[config.mk]
export PLATFORM = sky130hd
export DESIGN_NAME = fifo_read_stream_adapter
export DESIGN_NICKNAME = d
export VERILOG_FILES = /design/src/rtl/fifo_read_stream_adapter.sv
export SDC_FILE = /design/constraint.sdc
export NUM_CORES = 1
export LEC_CHECK = 0
export ABC_AREA = 1
export CORE_UTILIZATION = 43
export CTS_CLUSTER_DIAMETER = 200
export DETAILED_ROUTE_END_ITERATION = 12
export PLACE_DENSITY = 0.83
export SLEW_MARGIN = 20
export SYNTH_ARGS = -nofsm -noshare
export SYNTH_HDL_FRONTEND = slang
export SYNTH_SLANG_ARGS = --single-unit
export TNS_END_PERCENT = 50
[constraint.sdc]
create_clock -name read_clock -period 4.46 [get_ports read_clock]
set_input_delay 0.892 -clock read_clock [delete_from_list [all_inputs] [get_ports read_clock]]
set_output_delay 0.892 -clock read_clock [all_outputs]
set_load 0.01 [all_outputs]
[src/rtl/fifo_read_stream_adapter.sv]
// ---------------------------------------------------------------------------
// fifo_read_stream_adapter
//
// Purpose:
//   Read-side consumer of the async FIFO, living in the read clock domain.
//   Converts the FIFO's empty / read_enable / read_data interface (memory
//   data returns one cycle after a pop) into a valid/ready stream. A small
//   in-order output buffer plus a one-bit in-flight flag let the block
//   sustain one word per cycle while never overflowing under back-pressure.
//
// Ports:
//   read_clock    in   1              read-domain clock, rising edge
//   read_reset    in   1              synchronous active-high reset
//   fifo_empty    in   1              registered empty flag from pointer ctrl
//   read_enable   out  1              pop request (combinational)
//   read_data     in   DATA_WIDTH     memory data, valid 1 cycle after a pop
//   out_valid     out  1              stream valid
//   out_ready     in   1              stream ready from downstream
//   out_data      out  DATA_WIDTH     stream data (head of buffer)
//   buffer_level  out  clog2(D)+1     words held in the buffer (no in-flight)
//   popped_count  out  32             stream handshake count (optional)
//
// Configuration:
//   READ_STREAM_STATS_EN  when defined, popped_count is a free-running 32-bit
//                         handshake counter; otherwise it is tied to zero and
//                         no counter flops exist.
//
// Note: read_enable depends combinationally on out_ready, so downstream must
// not derive out_ready combinationally from read_enable.
// ---------------------------------------------------------------------------
module fifo_read_stream_adapter #(
    parameter int DATA_WIDTH   = 8,
    parameter int BUFFER_DEPTH = 2
) (
    input  logic                          read_clock,
    input  logic                          read_reset,
    input  logic                          fifo_empty,
    output logic                          read_enable,
    input  logic [DATA_WIDTH-1:0]         read_data,
    output logic                          out_valid,
    input  logic                          out_ready,
    output logic [DATA_WIDTH-1:0]         out_data,
    output logic [$clog2(BUFFER_DEPTH):0] buffer_level,
    output logic [31:0]                   popped_count
);

    localparam int LW = $clog2(BUFFER_DEPTH) + 1;
    localparam int IW = $clog2(BUFFER_DEPTH);

    logic [DATA_WIDTH-1:0] r_buf [BUFFER_DEPTH];
    logic [LW-1:0]         r_level;
    logic                  r_inflight;
    logic [IW-1:0]         r_wr_idx;
    logic [IW-1:0]         r_rd_idx;

    logic                  w_pop;
    logic                  w_issue;
    logic [LW:0]           w_occupancy;
    logic [IW-1:0]         w_wr_idx_next;
    logic [IW-1:0]         w_rd_idx_next;

    // Handshake on the stream side.
    assign w_pop = out_valid & out_ready;

    // Occupancy after this cycle: buffered words plus the word already on its
    // way from memory, minus the one leaving now. One extra bit keeps the sum
    // free of wrap; it can never go negative because a pop needs level >= 1.
    assign w_occupancy = {1'b0, r_level} + (LW+1)'(r_inflight) - (LW+1)'(w_pop);

    // Issue only when a slot is guaranteed for the word one cycle from now.
    assign w_issue     = ~read_reset & ~fifo_empty
                       & (w_occupancy < (LW+1)'(BUFFER_DEPTH));
    assign read_enable = w_issue;

    // Circular index advance; explicit compare keeps non-power-of-two depths
    // correct.
    assign w_wr_idx_next = (r_wr_idx == IW'(BUFFER_DEPTH-1)) ? '0 : r_wr_idx + IW'(1);
    assign w_rd_idx_next = (r_rd_idx == IW'(BUFFER_DEPTH-1)) ? '0 : r_rd_idx + IW'(1);

    // Buffer, indices, level and in-flight tracking. A word returning from
    // memory is captured whenever the previous cycle issued a pop; reset
    // clears the in-flight flag so data arriving just after reset is dropped.
    always_ff @(posedge read_clock) begin
        if (read_reset) begin
            r_inflight <= 1'b0;
            r_level    <= '0;
            r_wr_idx   <= '0;
            r_rd_idx   <= '0;
            for (int i = 0; i < BUFFER_DEPTH; i++) begin
                r_buf[i] <= '0;
            end
        end else begin
            r_inflight <= w_issue;
            r_level    <= w_occupancy[LW-1:0];
            if (r_inflight) begin
                r_buf[r_wr_idx] <= read_data;
                r_wr_idx        <= w_wr_idx_next;
            end
            if (w_pop) begin
                r_rd_idx <= w_rd_idx_next;
            end
        end
    end

    // Stream outputs come straight from registers.
    assign out_valid    = (r_level != '0);
    assign out_data     = r_buf[r_rd_idx];
    assign buffer_level = r_level;

`ifdef READ_STREAM_STATS_EN
    logic [31:0] r_popped_count;

    // Handshake counter; wraps naturally at 32 bits.
    always_ff @(posedge read_clock) begin
        if (read_reset) begin
            r_popped_count <= '0;
        end else if (w_pop) begin
            r_popped_count <= r_popped_count + 32'd1;
        end
    end

    assign popped_count = r_popped_count;
`else
    assign popped_count = '0;
`endif

endmodule

### Yosys cells after proc, flatten, opt, wreduce, memory -nomap -nowiden

Memories as Yosys holds them, arrays and structs flattened. A register that Yosys moved wholly into a read port is not among the register bits.
Index checks and enable logic that the tools add are counted.
Widths: inputs -> output; s select.

| word-level totals | value |
|---|---|
| register bits after elaboration | 5 |
| RAM bits | 16 |
| bits of input ports | 12 |
| output and inout bits | 44 |
| word-level logic and storage cells | 29 |
| memories kept | 1 |

| operators by class | value |
|---|---|
| add/sub/neg operators | 4 |
| $lt $le $gt $ge | 1 |
| muxes and demuxes | 12 |
| bitwise operators | 5 |
| reduce and logical (&&, ||, !) cells | 2 |

Memory list:

| memory | words | width | rd ports | clocked after memory_dff | wr ports | RTL line | RTL |
|---|---|---|---|---|---|---|---|
| r_buf | 2 | 8 | 1 | 1 | 2 | 50 | `logic [DATA_WIDTH-1:0] r_buf [BUFFER_DEPTH];` |

Operators with widths:

| cell | count |
|---|---|
| $mux 1 | 11 |
| $mux 8 | 1 |
| $reduce_or 8->1 | 1 |
| $add 2x1->3 | 1 |
| $and 1x1->1 | 3 |
| $lt 3x2->1 const B | 1 |
| $sub 3x1->3 | 1 |
| $add 1x1->1 const B | 2 |
| $not 1->1 | 2 |
| $reduce_bool 2->1 | 1 |

### Longest topological paths before layout

Gate-level depths: netlist (run 1).

| logic depth | value |
|---|---|
| depth after elaboration | 5 |
| depth in mapped cells | 9 |
| depth with buffers taken out | 9 |

### Least setup slack after synthesis (run 1)

Ideal clock, no wire load.

| timing | value |
|---|---|
| path kind | input -> output |
| start | in out_ready |
| end | out read_enable |
| arrival | 2.172 ns |
| data required time | 3.568 ns |
| setup slack | 1.396 ns |
| stages | 9 |
| path buffers | 0 |
| cells stage by stage | inv_1 -> nor2_2 -> ha_1 -> inv_1 -> ha_1 -> fa_1 -> inv_1 -> nand2_1 -> nor2_1 |

| on the way | value |
|---|---|
| cells in the longest elaborated chain, start to end | 4 |

RTL lines:

| element | RTL line | RTL |
|---|---|---|
| start, declared | 41 | `input logic out_ready,` |
| $and 1x1->1 | 63 | `assign w_pop = out_valid & out_ready;` |
| via w_pop | 56 | `logic w_pop;` |
| $sub 3x1->3 | 68 | `assign w_occupancy = {1'b0, r_level} + (LW+1)'(r_inflight) - (LW+1)'(w_pop);` |
| via w_occupancy[1] | 58 | `logic [LW:0] w_occupancy;` |
| $lt 3x2->1 | 72 | `& (w_occupancy < (LW+1)'(BUFFER_DEPTH));` |
| $and 1x1->1 | 72 |  |
| end, declared | 38 | `output logic read_enable,` |

The timed path passes the listed nets, and every way through them passes these cells.

### Final worst setup path (run 1)

Ends and elaborated chain as after synthesis.

==> flow_summary.toml, run 1 <==
[outcome]
outcome = "finished, final reports clean"

[logic_synthesis]
synth_area_per_cell_um2 = 9.99
synth.area.top_cells = "edfxtp_1 (39%), buf_4 (20%), dfxtp_1 (9.9%)"
yosysUniqueCellTypes = 17
syn_inst = 122
yosys.area.top_type = "edfxtp_1"
synth_top_area_share_pct = 39.4
netlist_area_mm2 = 0.00122
yosysSeqAreaShare_pct = 49.3
synth-seq-cells = 22
yosys_warnings = 0

[timing]
finalSetupViolCount = 0
drv_slew = 0
setup_ws_ns = 0.375
grt_setup_unrepaired = "false"
finalCriticalPeriod_ns = 4.08
final.setup.tns_ns = 0
final_hold_viol_count = 0
fmax_mhz = 245
final.period_utilization_pct = 91.6
skew_ns = 0.00299

[critical_path]
arrival_ns = 3.19
ff2ff_setup_slack_ns = 2.63
r2r_end = "r_inflight"
critPathCaptureType = "primary output"
required_ns = 3.57
r2r_start = "buffer_level[1]"
crit_fanout = 2
worstSetupPathType = "primary input to primary output"
worstRegToRegCells = 9
cp-start-kind = "primary input"

[route]
drtIter0Drc = 11
wl_per_cell_um = 10.6
viasPerCell = 4.23
remaining_drc_errors = 0
wl_um = 1860
dr.pass1.iters = 4
antenna_left = 0
num_vias = 745

[clocking]
ctsHoldBuffers = 0
htree_levels = 1
ctsResizeCount = 0
path_clk_slew_ns = 0.11
cts_root_buf = "clkbuf_4"
clockBufferDepth = 2
clock_sinks = 22
cts_tree = "built"
cts_buffers = 3
postCtsSetupBuffers = 0
insertion_delay_ns = 0.29

[layout]
antenna_cells = 0
drive_gt1_share_pct = 11.6
layout.nets = 163
area_delta_synth_final_pct = 12.7

[placement]
portBuffers = 23
dp_hpwl_um = 1490
preCtsSetupSlack_ns = 0.375
gp_congestion = 0.723

[die]
die_h_um = 55.2
dieWidth_um = 55.2
start_util_pct = 47.5
core.rowCount = 18
die-area_mm2 = 0.00305
io-pin-count = 56
core_mm2 = 0.00257

[hold_path]
hold_start = "r_rd_idx"
holdCritPathClass = "register to register"
holdPathStages = 2
hold-path-endpoint = "r_rd_idx"

[run]
maxCapViolCount = 0

[global_routing]
grt_usage_pct = 12.6
antenna_found_initial = 0
grt_pass1_vias = 759
grt_pass1_wl_um = 3020
grt_remaining_overflow = 0
grt_start_max_net_pins = 12

[power]
ir_drop_v = 0.000280
static-leakage-power_nw = 0.639
power_density_mw_per_mm2 = 446
-- sequential cells by signal (all words and copies together) (netlist names), named ones only --
| signal | cells |
|---|---|
| buffer_level | 2 |
| r_buf | 16 |
| r_inflight | 1 |
| r_rd_idx | 1 |
| r_wr_idx | 1 |
-- synthesized netlist by cell type --
| library cell | instances |
|---|---|
| buf_4 | 32 |
| buf_6 | 1 |
| conb_1 | 1 |
| dfxtp_1 | 6 |
| edfxtp_1 | 16 |
| fa_1 | 1 |
| ha_1 | 2 |
| inv_1 | 15 |
| inv_2 | 2 |
| mux2_2 | 8 |
| nand2_1 | 6 |
| nand2_2 | 1 |
| nand3_1 | 2 |
| nand3_2 | 1 |
| nor2_1 | 25 |
| nor2_2 | 2 |
| xnor2_1 | 1 |
-- routing by layer --
| layer | global-route usage (%) | wire (µm) | vias up |
|---|---|---|---|
| met3 | 2.81 | 119 | 0 |
| met2 | 25.3 | 1050 | 29 |
| li1 | - | - | 363 |
| met5 | 0 | 0 | - |
| met4 | 4.29 | 0 | 0 |
| met1 | 12.3 | 689 | 353 |
-- worst max path at each step --
stage	startpoint	endpoint	depth (start not counted)
6_report	out_ready	read_enable	11
5_1_grt	out_ready	read_enable	11
4_1_cts	out_ready	read_enable	11
3_5_place_dp	out_ready	read_enable	11
3_3_place_gp	out_ready	read_enable	11
2_1_floorplan	out_ready	read_enable	9
-- area by class of cell --
class | instances | area, µm²
well taps | 30 | 37.5
clock buffers | 3 | 22.5
multi-input cells | 81 | 419
inverters | 17 | 63.8
flip-flops and latches | 22 | 601
repair buffers | 23 | 230
fillers | 244 | 1190
-- kinds of logic (layout without fill, tap and decap cells) --
kind of cell               after synthesis  after routing  synth area share, %
xor gates and xnor gates                 1              1                0.719
muxes                                    8              8                 7.39
DFF                                     22             22                 49.3
and+or+nand+nor                         37             37                 12.7
other                                    1             32                0.308
buffers and inverters                   50             43                 25.9
adders and majority gates                3              3                 3.70
-- cells in the final DEF, fill, tap and decap left out --
master	count
clkbuf_4	3
clkdlybuf4s50_1	23
conb_1	32
dfxtp_1	6
edfxtp_1	16
fa_1	1
ha_1	2
inv_1	15
inv_2	2
mux2_2	8
nand2_1	6
nand2_2	1
nand3_1	2
nand3_2	1
nor2_1	25
nor2_2	2
xnor2_1	1
-- through the flow --
step,instance area (µm²),hold slack (ns),power [W],std cells,utilization [%]
final,1370,0.531,0.000613,176,53.5
after global routing,1370,0.564,0.000658,176,53.5
after CTS,1370,0.540,0.000623,176,53.5
after detailed placement,1350,0.509,0.000536,173,52.6
after global placement,1350,0.493,0.000520,173,52.6
after floorplan,1340,0.467,0.000449,153,-
-- where the power goes --
group / internal (W) / switching, W
Sequential: 0.000259 / 0.0000274
Combinational: 0.000124 / 0.000118
Clock: 0.0000314 / 0.0000531
-- critical path, stage by stage --
cell             delay (ns)
clkdlybuf4s50_1        0.48
inv_1                  0.05
nor2_2                 0.12
ha_1                   0.23
inv_1                  0.06
ha_1                   0.15
fa_1                   0.40
inv_1                  0.09
nand2_1                0.08
nor2_1                 0.10
clkdlybuf4s50_1        0.54
(Power assumes the default switching activity.)
==> inputs of run 2 (changes only) <==
- CORE_UTILIZATION: 43 -> 41
- CTS_CLUSTER_SIZE: unset -> 14
- PLACE_DENSITY: 0.83 -> 0.84
- clock period: 4.46 -> 4.45 ns (I/O delays scaled with it)
==> run 2 against run 1 <==
Die area increased by 4.7%. Utilization down 3.9 points. Wire length fell by 8.3%. Final cell count increased by 1.1%. Critical path depth unchanged. Non-clock buffer count unchanged. Global-route usage down 1.6 points. Worst setup slack worse by 0.0079 ns. Sequential cell count unchanged. Sequential share of layout area is 0.16 points lower. Critical endpoint unchanged. Highest routed layer is now met4.
==> flow_summary.toml, run 2 (synthesized netlist as in run 1, its figures left out) <==
[outcome]
outcome = "finished, final reports clean"

[layout]
largest_register_ffs = 16
layout.nets = 163
area_delta_synth_final_pct = 13.1
antenna_cells = 0
layout_common_cells = "conb_1 (32), nor2_1 (25), clkdlybuf4s50_1 (23)"
fill_cells = 270
multi_input_area_um2 = 419
largest_register = "r_buf"
drive_gt1_share_pct = 11.6
final-seq-area_um2 = 601
final_common_cell = "conb_1"

[critical_path]
crit_fanout = 2
critPathCaptureType = "primary output"
arrival_ns = 3.19
path_buf_inv = 5
cp_slowest_stage_delay_ns = 0.54
crit_family = "buffers and inverters"
cp-start-kind = "primary input"
crit_path_frequent_cell = "inv_1"
crit_slowest_cell = "clkdlybuf4s50_1"
required_ns = 3.56
path_cells = "clkdlybuf4s50_1 > inv_1 > nor2_2 > ha_1 > inv_1 > ha_1 > fa_1 > inv_1 > nand2_1 > nor2_1 > clkdlybuf4s50_1"
worstSetupPathType = "primary input to primary output"

[global_routing]
antenna_found_initial = 0
grt_pass1_wl_um = 2590
grt_usage_pct = 10.9
grt_remaining_overflow = 0
grt_pass1_vias = 645
grt_start_max_net_pins = 13

[route]
dr.pass1.iters = 5
num_vias = 723
drtIter0Drc = 7
wl_um = 1710
viasPerCell = 4.06
remaining_drc_errors = 0
antenna_left = 0
wl_per_cell_um = 9.60

[die]
start_util_pct = 43.8
core_mm2 = 0.00278
die-area_mm2 = 0.00319
dieWidth_um = 56.5
die_h_um = 56.5
io-pin-count = 56
core.rowCount = 19

[timing]
finalCriticalPeriod_ns = 4.08
fmax_mhz = 245
final.setup.tns_ns = 0
drv_slew = 0
hold_ws_ns = 0.519
final_hold_viol_count = 0
skew_ns = 0.00605
finalSetupViolCount = 0
final.period_utilization_pct = 91.7
grt_setup_unrepaired = "false"

[power]
power.internal_w = 0.000417
power_density_mw_per_mm2 = 443
switching_share_pct = 31.8
pwr-share-seq_pct = 46.8
static-leakage-power_nw = 0.640
p_clk_share_pct = 14.1
pwr-share-comb_pct = 39.1
p_sw_w = 0.000195
ir_drop_v = 0.000313

[run]
maxCapViolCount = 0

[clocking]
ctsHoldBuffers = 0
cts_tree = "built"
cts_buffers = 3
htree_levels = 1
clock_sinks = 22
postCtsSetupBuffers = 0
path_clk_slew_ns = 0.10
clockBufferDepth = 2
cts_root_buf = "clkbuf_4"
insertion_delay_ns = 0.29
ctsResizeCount = 0

[placement]
dp_hpwl_um = 1310
gp_congestion = 0.769
portBuffers = 23

[hold_path]
holdCritPathClass = "register to register"
## run 2: metrics by stage
stage | setup WS, ns | total power [W] | instance area [µm²] | cells | utilization [%]
after floorplan | 1.39 | 0.000450 | 1340 | 153 | -
after global placement | 0.415 | 0.000522 | 1350 | 174 | 48.6
after detailed placement | 0.396 | 0.000531 | 1350 | 174 | 48.6
after CTS | 0.370 | 0.000617 | 1380 | 178 | 49.6
after global routing | 0.204 | 0.000652 | 1380 | 178 | 49.6
final | 0.367 | 0.000611 | 1380 | 178 | 49.6
## run 2: power by group through the flow
stage	combinational (W)	clock [W]	sequential (W)
final	0.000239	0.0000861	0.000286
after global routing	0.000266	0.0000956	0.000291
after CTS	0.000242	0.0000889	0.000286
after detailed placement	0.000240	0	0.000291
after global placement	0.000233	0	0.000288
after floorplan	0.000165	0	0.000284
## run 2: layout make-up
| cell class | count | area share (%) |
|---|---|---|
| Timing Repair Buffer | 23 | 16.7 |
| Clock inverter | 1 | 0.272 |
| Inverter | 17 | 4.63 |
| Sequential cell | 22 | 43.6 |
| Clock buffer | 3 | 1.63 |
| Tap cell | 31 | 2.81 |
| Multi-Input combinational cell | 81 | 30.4 |
## run 2: metal layers
metal | wire length [µm] | vias to the layer above | global-route usage [%]
met4 | 27 | 0 | 6.27
met2 | 969 | 26 | 21.5
met5 | 0 | - | 0
met1 | 637 | 330 | 10.7
met3 | 72 | 2 | 1.38
li1 | - | 365 | -
## run 2: path summary, 6_finish.rpt
check,slack [ns],end,start,cells after the start
setup / recovery,0.37,read_enable,out_ready,11
hold / removal,0.52,r_wr_idx,r_wr_idx,2
hold reg to reg,0.52,r_wr_idx,r_wr_idx,2
setup reg to reg,2.64,r_inflight,buffer_level[1],9
## run 2: worst register-to-register path, stage by stage (launching register included)
cell and delay [ns]:
dfxtp_1 0.36, nor2_1 0.15, nor2_2 0.05, ha_1 0.26
inv_1 0.04, ha_1 0.19, fa_1 0.49, inv_1 0.05
nand2_1 0.08, nor2_1 0.05
==> RTL edit, RTL diff (flow settings as in run 2) <==
Build with the macro `READ_STREAM_STATS_EN` defined.
--- a/src/rtl/fifo_read_stream_adapter.sv
+++ b/src/rtl/fifo_read_stream_adapter.sv
@@ -28,6 +28,8 @@
 // Note: read_enable depends combinationally on out_ready, so downstream must
 // not derive out_ready combinationally from read_enable.
 // ---------------------------------------------------------------------------
+`define READ_STREAM_STATS_EN
+
 module fifo_read_stream_adapter #(
     parameter int DATA_WIDTH   = 8,
     parameter int BUFFER_DEPTH = 2
Formal check against the unedited RTL: not equivalent (a bounded check fails within 4 cycles, from zero or initial values and one cycle with read_reset high).
==> RTL edit against run 2 <==
- the run now ends with design-rule violations left
- first-iteration DRC count rose to 15 times the old value
- sequential cell count rose by 32
- die area up 120%
- sequential share of layout area is 7.9 points lower
- clock skew up 0.0036 ns
- sequential power grew 100%
- critical path depth down 2
- final cell count grew to 2.8 times the old value
- cell area grew to 2.5 times the old value
- routed wire length increased to 3.5 times the old value
- worst setup slack got worse by 0.083 ns
- area after synthesis grew 130%
- power is 91% higher
- critical path type unchanged
- critical endpoint unchanged
- highest routed layer unchanged
==> RTL edit: results (changes against run 2) <==
Placement
  • Area after DPL: 3380 µm² (+150%)
  • Dpl ws: 0.290 ns (-0.106 ns)
  • Port Buffers: 55 (+140%)
  • Routability cong.: 0.844 (+9.8%)
  • Placed Cells: 491 (+180%)

Run status
  • Status: finished, violations left
  • Failing checks: design-rule violations

Synthesis
  • Ys flop type: dfxtp_1
  • Syn Nets: 378
  • Avg Cell Area, Syn: 7.59 µm² (-24%)
  • Unique masters post-synth: 29 (+12)
  • Synth top cells by count: nand2_1, nor2_1, inv_1
  • Top cells by area, synth: dfxtp_1, edfxtp_1, nand2_1
  • Post-synthesis sequential area ratio: 45.2% (-4.1 points)

Power
  • Leakage power figure: 0.00134 µW (+110%)
  • Max IR drop VDD: 0.187 mV (-40%)

Route
  • Routed wire length: 6030 µm (+250%)
  • Residual DRC count: 7 (+7)
  • Vias: 2,445 (+240%)
  • Initial DRC Count: 103 (+96)
  • Routed vias/inst: 4.90 (+21%)
  • First-pass iteration count of the detailed router: 8 (+3)

GRT
  • Total track usage: 18.0% (+7.0 points)
  • First-pass GRT wire length: 10,200 µm (+290%)

Layout
  • Final nets: 437 (+170%)
  • Share of layout cells above drive strength 1: 9.48% (-2.1 points)
  • Max FFs per register: 32 (+16)
  • Final core occ: 54.2% (+4.6 points)
  • Fill cells: 585 (+120%)

Worst setup path
  • Crit-path max cell delay: 0.58 ns (+0.04 ns)
  • Largest fanout on the critical path: 3 (+1)
  • Arrival time worst endpoint: 3.28 ns (+0.09 ns)

STA
  • Clock Skew: 0.00960 ns (+0.00355 ns)

Clock network
  • H-Tree Depth: 2 (+1)
  • Clock latency on the worst-skew pair: 0.31 ns (+0.02 ns)
  • Root buffer cell: clkbuf_8
  • CTS Buf Count: 5 (+2)
  • PostCTS Resize Cnt: 0 (unchanged)
[RTL edit: layout make-up]
| class | instances | share of cell area [%] |
|---|---|---|
| clock buffer | 5 | 1.98 |
| tap | 77 | 2.77 |
| sequential | 54 | 35.7 |
| inverter | 56 | 6.04 |
| multi-input combinational | 246 | 36.2 |
| timing repair buffer | 58 | 16.5 |
| clock inverter | 3 | 0.827 |
[RTL edit: report_power, final]
| group | total [µW] | switching [µW] | internal (µW) |
|---|---|---|---|
| Combinational | 287 | 140 | 148 |
| Sequential | 584 | 33.3 | 551 |
| Clock | 298 | 180 | 118 |
| Total | 1170 | 353 | 817 |
[RTL edit: worst paths after layout]
path,start,to,slack (ns),cells past startpoint
setup / recovery,out_ready,read_enable,0.28,9
hold / removal,r_rd_idx,flip-flop,0.46,1
setup reg to reg,buffer_level[1],r_inflight,2.51,7
hold reg to reg,r_rd_idx,flip-flop,0.46,1
[RTL edit: cell families after synthesis]
kind of cell	synth area share, %
DFF	45.2
AOI/OAI and AO/OA	5.55
muxes	3.28
xor gates and xnor gates	0.956
buffers and inverters	9.01
and+or+nand+nor	34.0
adders and majority gates	2.09
[RTL edit: metal layers]
layer	global-route usage, %	vias to the layer above	share of wire [%]
met2	33.2	61	50
met5	0	-	0
met1	21.0	1117	44
met4	4.70	0	1.4
met3	3.86	10	4.6
li1	-	1257	-
[RTL edit: worst register-to-register path, delay by kind of cell (launching register included)]
| kind | cells | cell delay [ns] |
|---|---|---|
| AND/OR/NAND/NOR | 3 | 0.51 |
| flip-flops | 1 | 0.38 |
| adder cells (fa/ha/maj) | 3 | 0.93 |
| buffers and inverters | 1 | 0.04 |
